### src/rtl/ows_rom_seq.sv
// 1-Wire slave ROM-layer sequencer: takes the ROM command after each bus reset
// and runs READ/MATCH/SKIP/SEARCH ROM against the device UID.
module ows_rom_seq #(
    parameter logic [7:0] CMD_READ_ROM   = 8'h33,
    parameter logic [7:0] CMD_MATCH_ROM  = 8'h55,
    parameter logic [7:0] CMD_SKIP_ROM   = 8'hCC,
    parameter logic [7:0] CMD_SEARCH_ROM = 8'hF0
) (
    input  logic        clk,
    input  logic        rst_n,
    input  logic        start_flag,
    input  logic        rx_bit_valid,
    input  logic        rx_bit,
    input  logic        tx_rdy,
    output logic        tx_valid,
    output logic        tx_bit,
    input  logic [63:0] uid,
    output logic        snd_prsnc,
    output logic [7:0]  rom_cmd,
    output logic        cmd_valid,
    output logic        selected,
    output logic        cmd_err
);

    localparam int unsigned IDX_W = 6;
    localparam int unsigned CMD_W = 8;

    typedef enum logic [3:0] {
        IDLE, PRESENCE, GET_CMD, DISPATCH, READ_TX,
        MATCH_RX, SRCH_TX_T, SRCH_TX_C, SRCH_RX, FUNC
    } state_t;

    state_t             state, state_d;
    logic [IDX_W-1:0]   idx, idx_d;
    logic [CMD_W-1:0]   sr, sr_d;
    logic [CMD_W-1:0]   rom_cmd_d;
    logic               cmd_valid_d, cmd_err_d;
    logic               tx_valid_d, tx_bit_d, snd_prsnc_d, selected_d;
    logic               last_bit, tx_xfer, uid_bit;

    // State and registered outputs
    always_ff @(posedge clk or negedge rst_n) begin
        if (!rst_n) begin
            state     <= IDLE;
            idx       <= '0;
            sr        <= '0;
            rom_cmd   <= '0;
            cmd_valid <= 1'b0;
            cmd_err   <= 1'b0;
            tx_valid  <= 1'b0;
            tx_bit    <= 1'b0;
            snd_prsnc <= 1'b0;
            selected  <= 1'b0;
        end else begin
            state     <= state_d;
            idx       <= idx_d;
            sr        <= sr_d;
            rom_cmd   <= rom_cmd_d;
            cmd_valid <= cmd_valid_d;
            cmd_err   <= cmd_err_d;
            tx_valid  <= tx_valid_d;
            tx_bit    <= tx_bit_d;
            snd_prsnc <= snd_prsnc_d;
            selected  <= selected_d;
        end
    end

    // Next state, counters and next output values
    always_comb begin
        state_d     = state;
        idx_d       = idx;
        sr_d        = sr;
        rom_cmd_d   = rom_cmd;
        cmd_valid_d = 1'b0;
        cmd_err_d   = cmd_err;
        last_bit    = (idx == IDX_W'(63));
        tx_xfer     = tx_valid & tx_rdy;
        uid_bit     = uid[idx];

        if (start_flag) begin
            state_d   = PRESENCE;
            idx_d     = '0;
            sr_d      = '0;
            cmd_err_d = 1'b0;
        end else begin
            case (state)
                IDLE: ;
                PRESENCE: begin
                    state_d = GET_CMD;
                    idx_d   = '0;
                end
                GET_CMD: begin
                    if (rx_bit_valid) begin
                        sr_d = {rx_bit, sr[CMD_W-1:1]};
                        if (idx == IDX_W'(CMD_W - 1)) begin
                            rom_cmd_d   = sr_d;
                            cmd_valid_d = 1'b1;
                            idx_d       = '0;
                            state_d     = DISPATCH;
                        end else begin
                            idx_d = idx + IDX_W'(1);
                        end
                    end
                end
                DISPATCH: begin
                    idx_d = '0;
                    case (rom_cmd)
                        CMD_READ_ROM:   state_d = READ_TX;
                        CMD_MATCH_ROM:  state_d = MATCH_RX;
                        CMD_SEARCH_ROM: state_d = SRCH_TX_T;
                        CMD_SKIP_ROM:   state_d = FUNC;
                        default: begin
                            cmd_err_d = 1'b1;
                            state_d   = IDLE;
                        end
                    endcase
                end
                READ_TX: begin
                    if (tx_xfer) begin
                        if (last_bit) state_d = FUNC;
                        else          idx_d   = idx + IDX_W'(1);
                    end
                end
                MATCH_RX: begin
                    if (rx_bit_valid) begin
                        if (rx_bit != uid_bit) state_d = IDLE;
                        else if (last_bit)     state_d = FUNC;
                        else                   idx_d   = idx + IDX_W'(1);
                    end
                end
                SRCH_TX_T: if (tx_xfer) state_d = SRCH_TX_C;
                SRCH_TX_C: if (tx_xfer) state_d = SRCH_RX;
                SRCH_RX: begin
                    if (rx_bit_valid) begin
                        if (rx_bit != uid_bit) state_d = IDLE;
                        else if (last_bit)     state_d = FUNC;
                        else begin
                            idx_d   = idx + IDX_W'(1);
                            state_d = SRCH_TX_T;
                        end
                    end
                end
                FUNC: ;
                default: state_d = IDLE;
            endcase
        end

        // Outputs follow the upcoming state so they line up with it
        tx_valid_d  = (state_d == READ_TX) || (state_d == SRCH_TX_T) || (state_d == SRCH_TX_C);
        tx_bit_d    = tx_valid_d & (uid[idx_d] ^ (state_d == SRCH_TX_C));
        snd_prsnc_d = (state_d == PRESENCE);
        selected_d  = (state_d == FUNC);
    end

endmodule

### config.mk
export PLATFORM = sky130hd
export DESIGN_NAME = ows_rom_seq
export DESIGN_NICKNAME = d
export VERILOG_FILES = /design/src/rtl/ows_rom_seq.sv
export SDC_FILE = /design/constraint.sdc
export NUM_CORES = 1
export LEC_CHECK = 0
export BUFFER_PORTS_ARGS = -buffer_cell sky130_fd_sc_hd__buf_2
export CAP_MARGIN = 40
export CORE_MARGIN = 5
export CORE_UTILIZATION = 30
export CTS_BUF_LIST = sky130_fd_sc_hd__clkbuf_16
export DETAILED_ROUTE_END_ITERATION = 8
export GPL_ROUTABILITY_DRIVEN = 0
export HOLD_SLACK_MARGIN = 0.05
export PLACE_DENSITY = 0.49
export SETUP_SLACK_MARGIN = 0.02
export SYNTH_ARGS = -nofsm -noshare
export SYNTH_HDL_FRONTEND = slang
export SYNTH_SLANG_ARGS = --single-unit
### constraint.sdc
create_clock -name clk -period 5.1 [get_ports clk]
set_clock_uncertainty 0.1 [all_clocks]
set_input_delay 0.255 -clock clk [delete_from_list [all_inputs] [get_ports clk]]
set_output_delay 0.255 -clock clk [all_outputs]
set_load 0.02 [all_outputs]
==> implementation parameters, run 1 <==
Parameter                              Value

Timing
  Hold Vio Cnt, Final ... 0
  Unrepaired setup endpoints after global routing ... no
  Maximum clock rate ... ~210 MHz
  Actual slew at the worst max-slew pin ... around 0.71 ns
  Pins over their slew limit ... 0
  Total of endpoints with negative setup slack in the final report ... 0
  Final period demand of the worst path ... around 4.7 ns
  Share of the clock period used by the worst path ... 93.1%
  Normalized max-slew margin ... ~53%
  Sum of negative setup slack ... 0 ns

Min path
  Start point of the worst hold path ... start_flag
  Worst hold path cell count ... 1
  Hold Crit Endpoint ... snd_prsnc
  Class of the tightest hold or removal check ... in -> reg

Synth
  Total nets after synthesis ... between 500 and 600
  Average size of a mapped cell ... between 7 and 8 um^2
  Number of distinct library cell variants in the gate-level netlist after synthesis ... 84
  FFs w/ async S/R, synth ... between 90% and 100%
  FF+latch count, synth ... 31
  Synthesis warning total ... 0
  Post-synthesis instance area ... just under 0.004 mm^2
  Post-synth EDFFs ... 0
  Primary flip-flop cell chosen by synthesis mapping ... dfrtp_1
  Sequential-to-total area share from yosys stat ... 19.8%
  Cell count after synthesis ... 502

Finish
  Net count reported at finish ... 640
  Fraction of layout instances using a drive strength above 1 ... roughly a quarter
  Fill count ... 1,392
  # diodes ... 0
  Area added between synthesis and finish ... 17.4%
  Design Area, Final ... between 0.004 and 0.005 mm^2
  Count of non-filler cells in the finished layout ... 742

Clocking
  Clock buffers created by TritonCTS ... 5
  Number of H-tree branching levels ... 2
  Clock Latency Late Sink ... 0.27 ns
  TritonCTS clock tree ... built
  CTS clk-pin slew, worst paths ... around 0.05 ns
  Root Buffer ... clkbuf_16
  Number of setup buffers added after CTS ... 0
  Clk buf depth ... 2
  CTS sink count ... 31

Floorplanning
  Die height ... ~120 um
  Overall die area ... approximately 0.015 mm^2
  Die W ... between 100 and 150 um
  Count of boundary I/O pins ... 84
  Total core area ... around 0.013 mm^2
  Initial Util ... about 31%
  Number of placement rows ... just over 40

Critical path
  Reg-to-reg endpoint ... tx_bit
  Data arrival time of the worst path ... 4.81 ns
  Kind of critical path ... reg -> reg
  Cell depth of the worst flop-to-flop path ... 13
  Highest net fanout along the worst path ... 23
  Highest cell delay on the worst timing path ... 0.55 ns
  Type of destination of the critical path ... flop
  Worst R2R Setup Slack ... 0.35 ns
  Standard cell with the maximum stage delay on the critical path ... dfrtp_1
  Sort of element at the start of the critical path ... flop
  Critical path required time ... roughly 5.2 ns
  Critical path cell sequence ... nor2_1 > a211oi_1 > nor4_4 > mux2i_1 > a21boi_2 > or3_4 > inv_4 > nand2_1 > a32o_1 > o41ai_2 > nor4_1 > or3_1 > and3_1
  Crit Reg-Reg Startpoint ... idx[2]

Route
  Routed wire length per instance ... about 20 um
  Post-detailed-routing wire length ... ~15 mm
  Via count of the routed design ... 4,395
  Ratio of routed vias to standard cells ... between 5 and 6
  First-pass detailed-route iteration total ... 5
  Initial drt markers ... ~500
  Remaining antenna violation count after routing ... 0
  DR DRC count ... 0

Power
  Power density over the cells ... between 150 and 200 mW/mm^2
  Peak supply drop ... ~0.00013 V
  Static leakage power ... ~1.8 nW

Status
  Result of the run ... finished, final reports clean

GRT
  Global routing usage summed across all routing layers ... between 10% and 20%
  Sum of overflow across all layers after global routing ... 0
  Maximum number of pins on one net before global-route repair ... 41
  Number of antenna violations at the first check in global routing ... 0
  First-pass GRT wire length ... roughly 24 mm
  Vias in the first global route ... 4,335

Placed design
  Placed cell areas ... 0.00444 mm^2
  Total of buffers placed on input and output ports ... 83
  Placed wire-length estimate ... approximately 11 mm
  Placed instance count ... 733

Flow run
  Max Cap Violations ... 0
==> placed cells by master, fill, tap and decap left out, drive strengths merged, types with 6 or more instances in the layout <==
cell / synthesis / routed
o21ai: 25 / 25
a32oi: 10 / 10
or3: 7 / 7
mux2: 16 / 16
and2: 7 / 7
nor3: 10 / 10
nor2: 31 / 31
mux2i: 38 / 38
nor4: 8 / 8
o2111ai: 8 / 8
nand2b: 13 / 13
nand3: 26 / 26
buf: 11 / 96
inv: 13 / 13
nand2: 65 / 65
a22oi: 14 / 14
and3: 6 / 6
xnor2: 7 / 7
a31oi: 11 / 11
dfrtp: 31 / 31
a21oi: 28 / 28
a211oi: 6 / 6
==> worst max-delay path, delay by kind of cell, from the launching register on <==
kind	cells	cell delay (ns)
buffers and inverters	1	0.27
AOI/OAI and AO/OA	4	0.92
DFF	1	0.55
and+or+nand+nor	7	2.28
muxes	1	0.51
==> area by class of cell <==
| cell class | instances | area (um^2) | area share [%] |
|---|---|---|---|
| flip-flops and latches | 31 | 777 | 16.9 |
| well taps | 172 | 215 | 4.68 |
| clock buffers | 5 | 125 | 2.72 |
| multi-input cells | 419 | 2870 | 62.4 |
| clock inverters | 3 | 15.0 | 0.327 |
| repair buffers | 97 | 536 | 11.7 |
| inverters | 15 | 58.8 | 1.28 |
==> report_power, final <==
part	switching (mW)	total, mW	leakage, nW	internal [mW]
Clock	0.104	0.281	0.0649	0.177
Sequential	0.00735	0.256	0.425	0.249
Combinational	0.125	0.210	1.29	0.0855
==> synth_stat cells, types with 5 or more instances <==
| master | n | area (um^2) |
|---|---|---|
| mux2_2 | 14 | 158 |
| xnor2_1 | 7 | 61.3 |
| nand2b_1 | 13 | 81.3 |
| a32oi_1 | 10 | 87.6 |
| mux2i_1 | 38 | 380 |
| a22oi_1 | 14 | 105 |
| nor4b_1 | 5 | 43.8 |
| a211oi_1 | 5 | 37.5 |
| a22o_1 | 5 | 43.8 |
| a21oi_1 | 27 | 135 |
| nor2b_1 | 5 | 31.3 |
| and2_1 | 5 | 31.3 |
| inv_1 | 10 | 37.5 |
| o22ai_1 | 5 | 31.3 |
| o21ai_0 | 25 | 125 |
| and3_1 | 6 | 37.5 |
| or3_1 | 6 | 37.5 |
| nand2_1 | 65 | 244 |
| o31ai_1 | 5 | 37.5 |
| nor2_1 | 30 | 113 |
| o2111ai_1 | 8 | 70.1 |
| dfrtp_1 | 31 | 776 |
| nor3_1 | 8 | 40.0 |
| clkbuf_1 | 24 | 90.1 |
| nand3_1 | 26 | 130 |
| a31oi_1 | 11 | 68.8 |
==> repair_timing <==
| action | CTS | global route |
|---|---|---|
| setup endpoints to repair | 0 | 1 |
| hold endpoints to repair | 31 | 0 |
| hold buffers | 1 | 0 |
| gates resized for setup | 0 | 1 |
==> worst max path at each step <==
stage                 from  endpoint  cells after the start
floorplan           idx[0]    tx_bit                     19
global placement    idx[0]    tx_bit                     15
detailed placement  idx[0]    tx_bit                     15
CTS                 idx[0]    tx_bit                     15
global route        idx[0]    tx_bit                     15
finish              idx[2]    tx_bit                     13
==> layer usage <==
metal | track usage (%) | share of wire (%) | up-vias
li1 | - | - | 2058
met5 | 0 | 0 | -
met1 | 25.5 | 45 | 2096
met4 | 6.58 | 3.0 | 0
met3 | 3.22 | 6.4 | 28
met2 | 29.1 | 45 | 213
==> kinds of logic (layout without fill, tap and decap cells) <==
family                   after synthesis  after routing  share of synthesized area [%]
AND/OR/NAND/NOR                      203            203                           28.2
AO/OA/AOI/OAI                        153            153                           28.1
multiplexers                          55             55                           15.0
buffers and inverters                 52            120                           7.00
flip-flops                            31             31                           19.8
XOR/XNOR                               7              7                           1.57
adder cells (fa/ha/maj)                1              1                          0.320
==> through the flow <==
step           hold WS [ns]  power, mW  util, %  setup WS [ns]
6_report              0.268      0.748     36.1          0.351
5_1_grt               0.267      0.786     36.1         0.0465
4_1_cts               0.251      0.751     36.1          0.420
3_5_place_dp          0.251      0.466     34.9          0.434
3_3_place_gp          0.240      0.466     34.8          0.411
2_1_floorplan        -0.141      0.390        -           1.10
==> flip-flops by register name, indices dropped and copies added, names as in the netlist, 4 cells and up <==
| name | count |
|---|---|
| idx | 6 |
| rom_cmd | 8 |
| sr | 7 |
| state | 4 |
Note: power is estimated with default switching activity, not from simulation.
==> run 2: changes to the inputs <==
CAP_MARGIN = 10   (was 40)
clock period = 6.1 ns   (was 5.1 ns; I/O delays follow)
==> run 2 against run 1 <==
Effect of this change:
- worst hold slack gained 0.030 ns
- first-iteration DRC count up 17%
- sequential power down 15%
- sequential cell count did not move
- total power shrank 17%
- global-route usage decreased by 0.34 points
- combinational power shrank 20%
- largest cell class unchanged
==> implementation parameters, run 2 (synthesis gave the netlist of run 1 again) <==
Parameter                              Value

Timing
  Maximum clock rate ... 185 MHz (was 211 MHz)
  Final period demand of the worst path ... 5.40 ns (was 4.75 ns)
  Sum of negative setup slack ... 0 ns (unchanged)
  Hold Vio Cnt, Final ... 0 (unchanged)
  Total of endpoints with negative setup slack in the final report ... 0 (unchanged)
  Unrepaired setup endpoints after global routing ... no (unchanged)
  Actual slew at the worst max-slew pin ... 0.911 ns (was 0.706 ns)
  Share of the clock period used by the worst path ... 88.5% (was 93.1%)
  Worst slack on hold paths ... 0.297 ns (was 0.268 ns)
  Normalized max-slew margin ... 39.3% (was 52.9%)
  Pins over their slew limit ... 0 (unchanged)

Finish
  Largest regs ... rom_cmd: 8 flops, sr: 7 flops, idx: 6 flops (unchanged)
  # diodes ... 0 (unchanged)
  Flip-flop count of the largest register after layout ... 8 (unchanged)
  Fill count ... 1,411 (was 1,392)
  Area used by multi-input combinational logic ... 0.00286 mm^2 (was 0.00287 mm^2)
  Area added between synthesis and finish ... 16.0% (was 17.4%)
  Net count reported at finish ... 636 (was 640)
  Fraction of layout instances using a drive strength above 1 ... 23.9% (was 24.6%)
  Commonest non-fill, non-tap cell in the layout ... buf_2 (unchanged)
  Area taken by flip-flops and latches ... 777 um^2 (unchanged)
  Register with the most flip-flops ... rom_cmd (unchanged)
  Most frequent cells in the layout ... buf_2 (83), nand2_1 (65), mux2i_1 (38) (unchanged)

Critical path
  Reg-to-reg endpoint ... tx_bit (unchanged)
  Type of destination of the critical path ... flop (unchanged)
  Critical path required time ... 6.16 ns (was 5.16 ns)
  Sort of element at the start of the critical path ... flop (unchanged)
  Highest net fanout along the worst path ... 40 (was 23)
  Crit Reg-Reg Startpoint ... idx[0] (was idx[2])
  Kind of critical path ... reg -> reg (unchanged)
  Worst R2R Setup Slack ... 0.70 ns (was 0.35 ns)
  Data arrival time of the worst path ... 5.46 ns (was 4.81 ns)
  Cell depth of the worst flop-to-flop path ... 15 (was 13)

Route
  Remaining antenna violation count after routing ... 0 (unchanged)
  Post-detailed-routing wire length ... 14.5 mm (was 14.9 mm)
  DR DRC count ... 0 (unchanged)
  Routed wire length per instance ... 19.7 um (was 20.0 um)
  Initial drt markers ... 575 (was 493)
  Via count of the routed design ... 4,408 (was 4,395)
  First-pass detailed-route iteration total ... 5 (unchanged)
  Ratio of routed vias to standard cells ... 5.98 (was 5.92)

Placed design
  Total of buffers placed on input and output ports ... 83 (unchanged)
  Placed wire-length estimate ... 11.0 mm (was 11.3 mm)

Min path
  Start point of the worst hold path ... rx_bit (was start_flag)
  Hold Crit Endpoint ... sr[7] (was snd_prsnc)
  Class of the tightest hold or removal check ... in -> reg (unchanged)
  Worst hold path cell count ... 3 (was 1)

Floorplanning
  Total core area ... 0.0127 mm^2 (unchanged)
  Count of boundary I/O pins ... 84 (unchanged)
  Overall die area ... 0.0154 mm^2 (unchanged)
  Die height ... 124 um (unchanged)
  Initial Util ... 30.8% (unchanged)
  Number of placement rows ... 41 (unchanged)
  Die W ... 124 um (unchanged)

Power
  Power density over the cells ... 136 mW/mm^2 (was 163 mW/mm^2)
  Peak supply drop ... 0.0000959 V (was 0.000130 V)
  Static leakage power ... 1.76 nW (was 1.78 nW)

GRT
  Vias in the first global route ... 4,270 (was 4,335)
  Maximum number of pins on one net before global-route repair ... 41 (unchanged)
  First-pass GRT wire length ... 23.4 mm (was 23.8 mm)
  Sum of overflow across all layers after global routing ... 0 (unchanged)
  Global routing usage summed across all routing layers ... 18.2% (was 18.5%)
  Number of antenna violations at the first check in global routing ... 0 (unchanged)

Clocking
  CTS clk-pin slew, worst paths ... 0.05 ns (about the same)
  Clk buf depth ... 2 (unchanged)
  Post_cts resized ... 0 (unchanged)
  Number of H-tree branching levels ... 2 (unchanged)
  Root Buffer ... clkbuf_16 (unchanged)
  Clock buffers created by TritonCTS ... 5 (unchanged)
  Clock Latency Late Sink ... 0.27 ns (about the same)
  TritonCTS clock tree ... built (unchanged)
  CTS sink count ... 31 (unchanged)

Status
  Result of the run ... finished, final reports clean (unchanged)

Flow run
  Max Cap Violations ... 0 (unchanged)
-- run 2: through the flow --
step	instance area [um^2]	total power, mW	setup slack (ns)	utilization (%)	std cells
finish	4540	0.617	0.701	35.7	737
global route	4540	0.649	0.191	35.7	737
CTS	4540	0.622	0.791	35.7	737
detailed placement	4400	0.387	0.819	34.6	729
global placement	4400	0.387	0.839	34.6	729
floorplan	3910	0.326	2.10	-	502
-- run 2: metal layers --
layer	part of all wire [%]	track usage, %
met1	47	26.1
met2	45	28.5
met3	6.4	3.00
met4	1.7	4.26
met5	0	0
-- run 2: worst max-delay path: stages (launching register included) --
cell and delay (ns):
dfrtp_2 0.95, buf_4 0.31, ha_1 0.31, nand3_1 0.16
o21ai_0 0.29, xnor2_1 0.14, o2111ai_1 0.37, nand2_1 0.43
or3_4 0.62, inv_4 0.26, mux2i_1 0.26, a221oi_1 0.10
a22o_1 0.25, a211oi_1 0.41, o21ai_0 0.12, and3_1 0.17
-- run 2: final cells by class --
class / count / share of cell area, %
sequential: 31 / 17.1
tap: 172 / 4.74
clock buffer: 5 / 2.75
timing repair buffer: 93 / 10.9
clock inverter: 2 / 0.193
inverter: 15 / 1.29
multi-input combinational: 419 / 63.1
-- run 2: timing repair --
| action | CTS | global route |
|---|---|---|
| setup buffers | 0 | 0 |
| hold endpoints to repair | 31 | 0 |
| hold buffers | 1 | 0 |
-- run 2: worst max-delay path by stage --
stage,startpoint,endpoint,cells after the start
2_1_floorplan,idx[0],tx_bit,19
4_1_cts,idx[0],tx_bit,14
3_5_place_dp,idx[0],tx_bit,15
3_3_place_gp,idx[0],tx_bit,15
6_report,idx[0],tx_bit,15
5_1_grt,idx[0],tx_bit,15
-- run 2: report_power, final --
part | total, mW | switching, mW | leakage (nW) | internal [mW]
clock network | 0.231 | 0.0844 | 0.0671 | 0.146
registers | 0.218 | 0.00956 | 0.425 | 0.208
logic | 0.169 | 0.0994 | 1.27 | 0.0693
total | 0.617 | 0.193 | 1.76 | 0.424
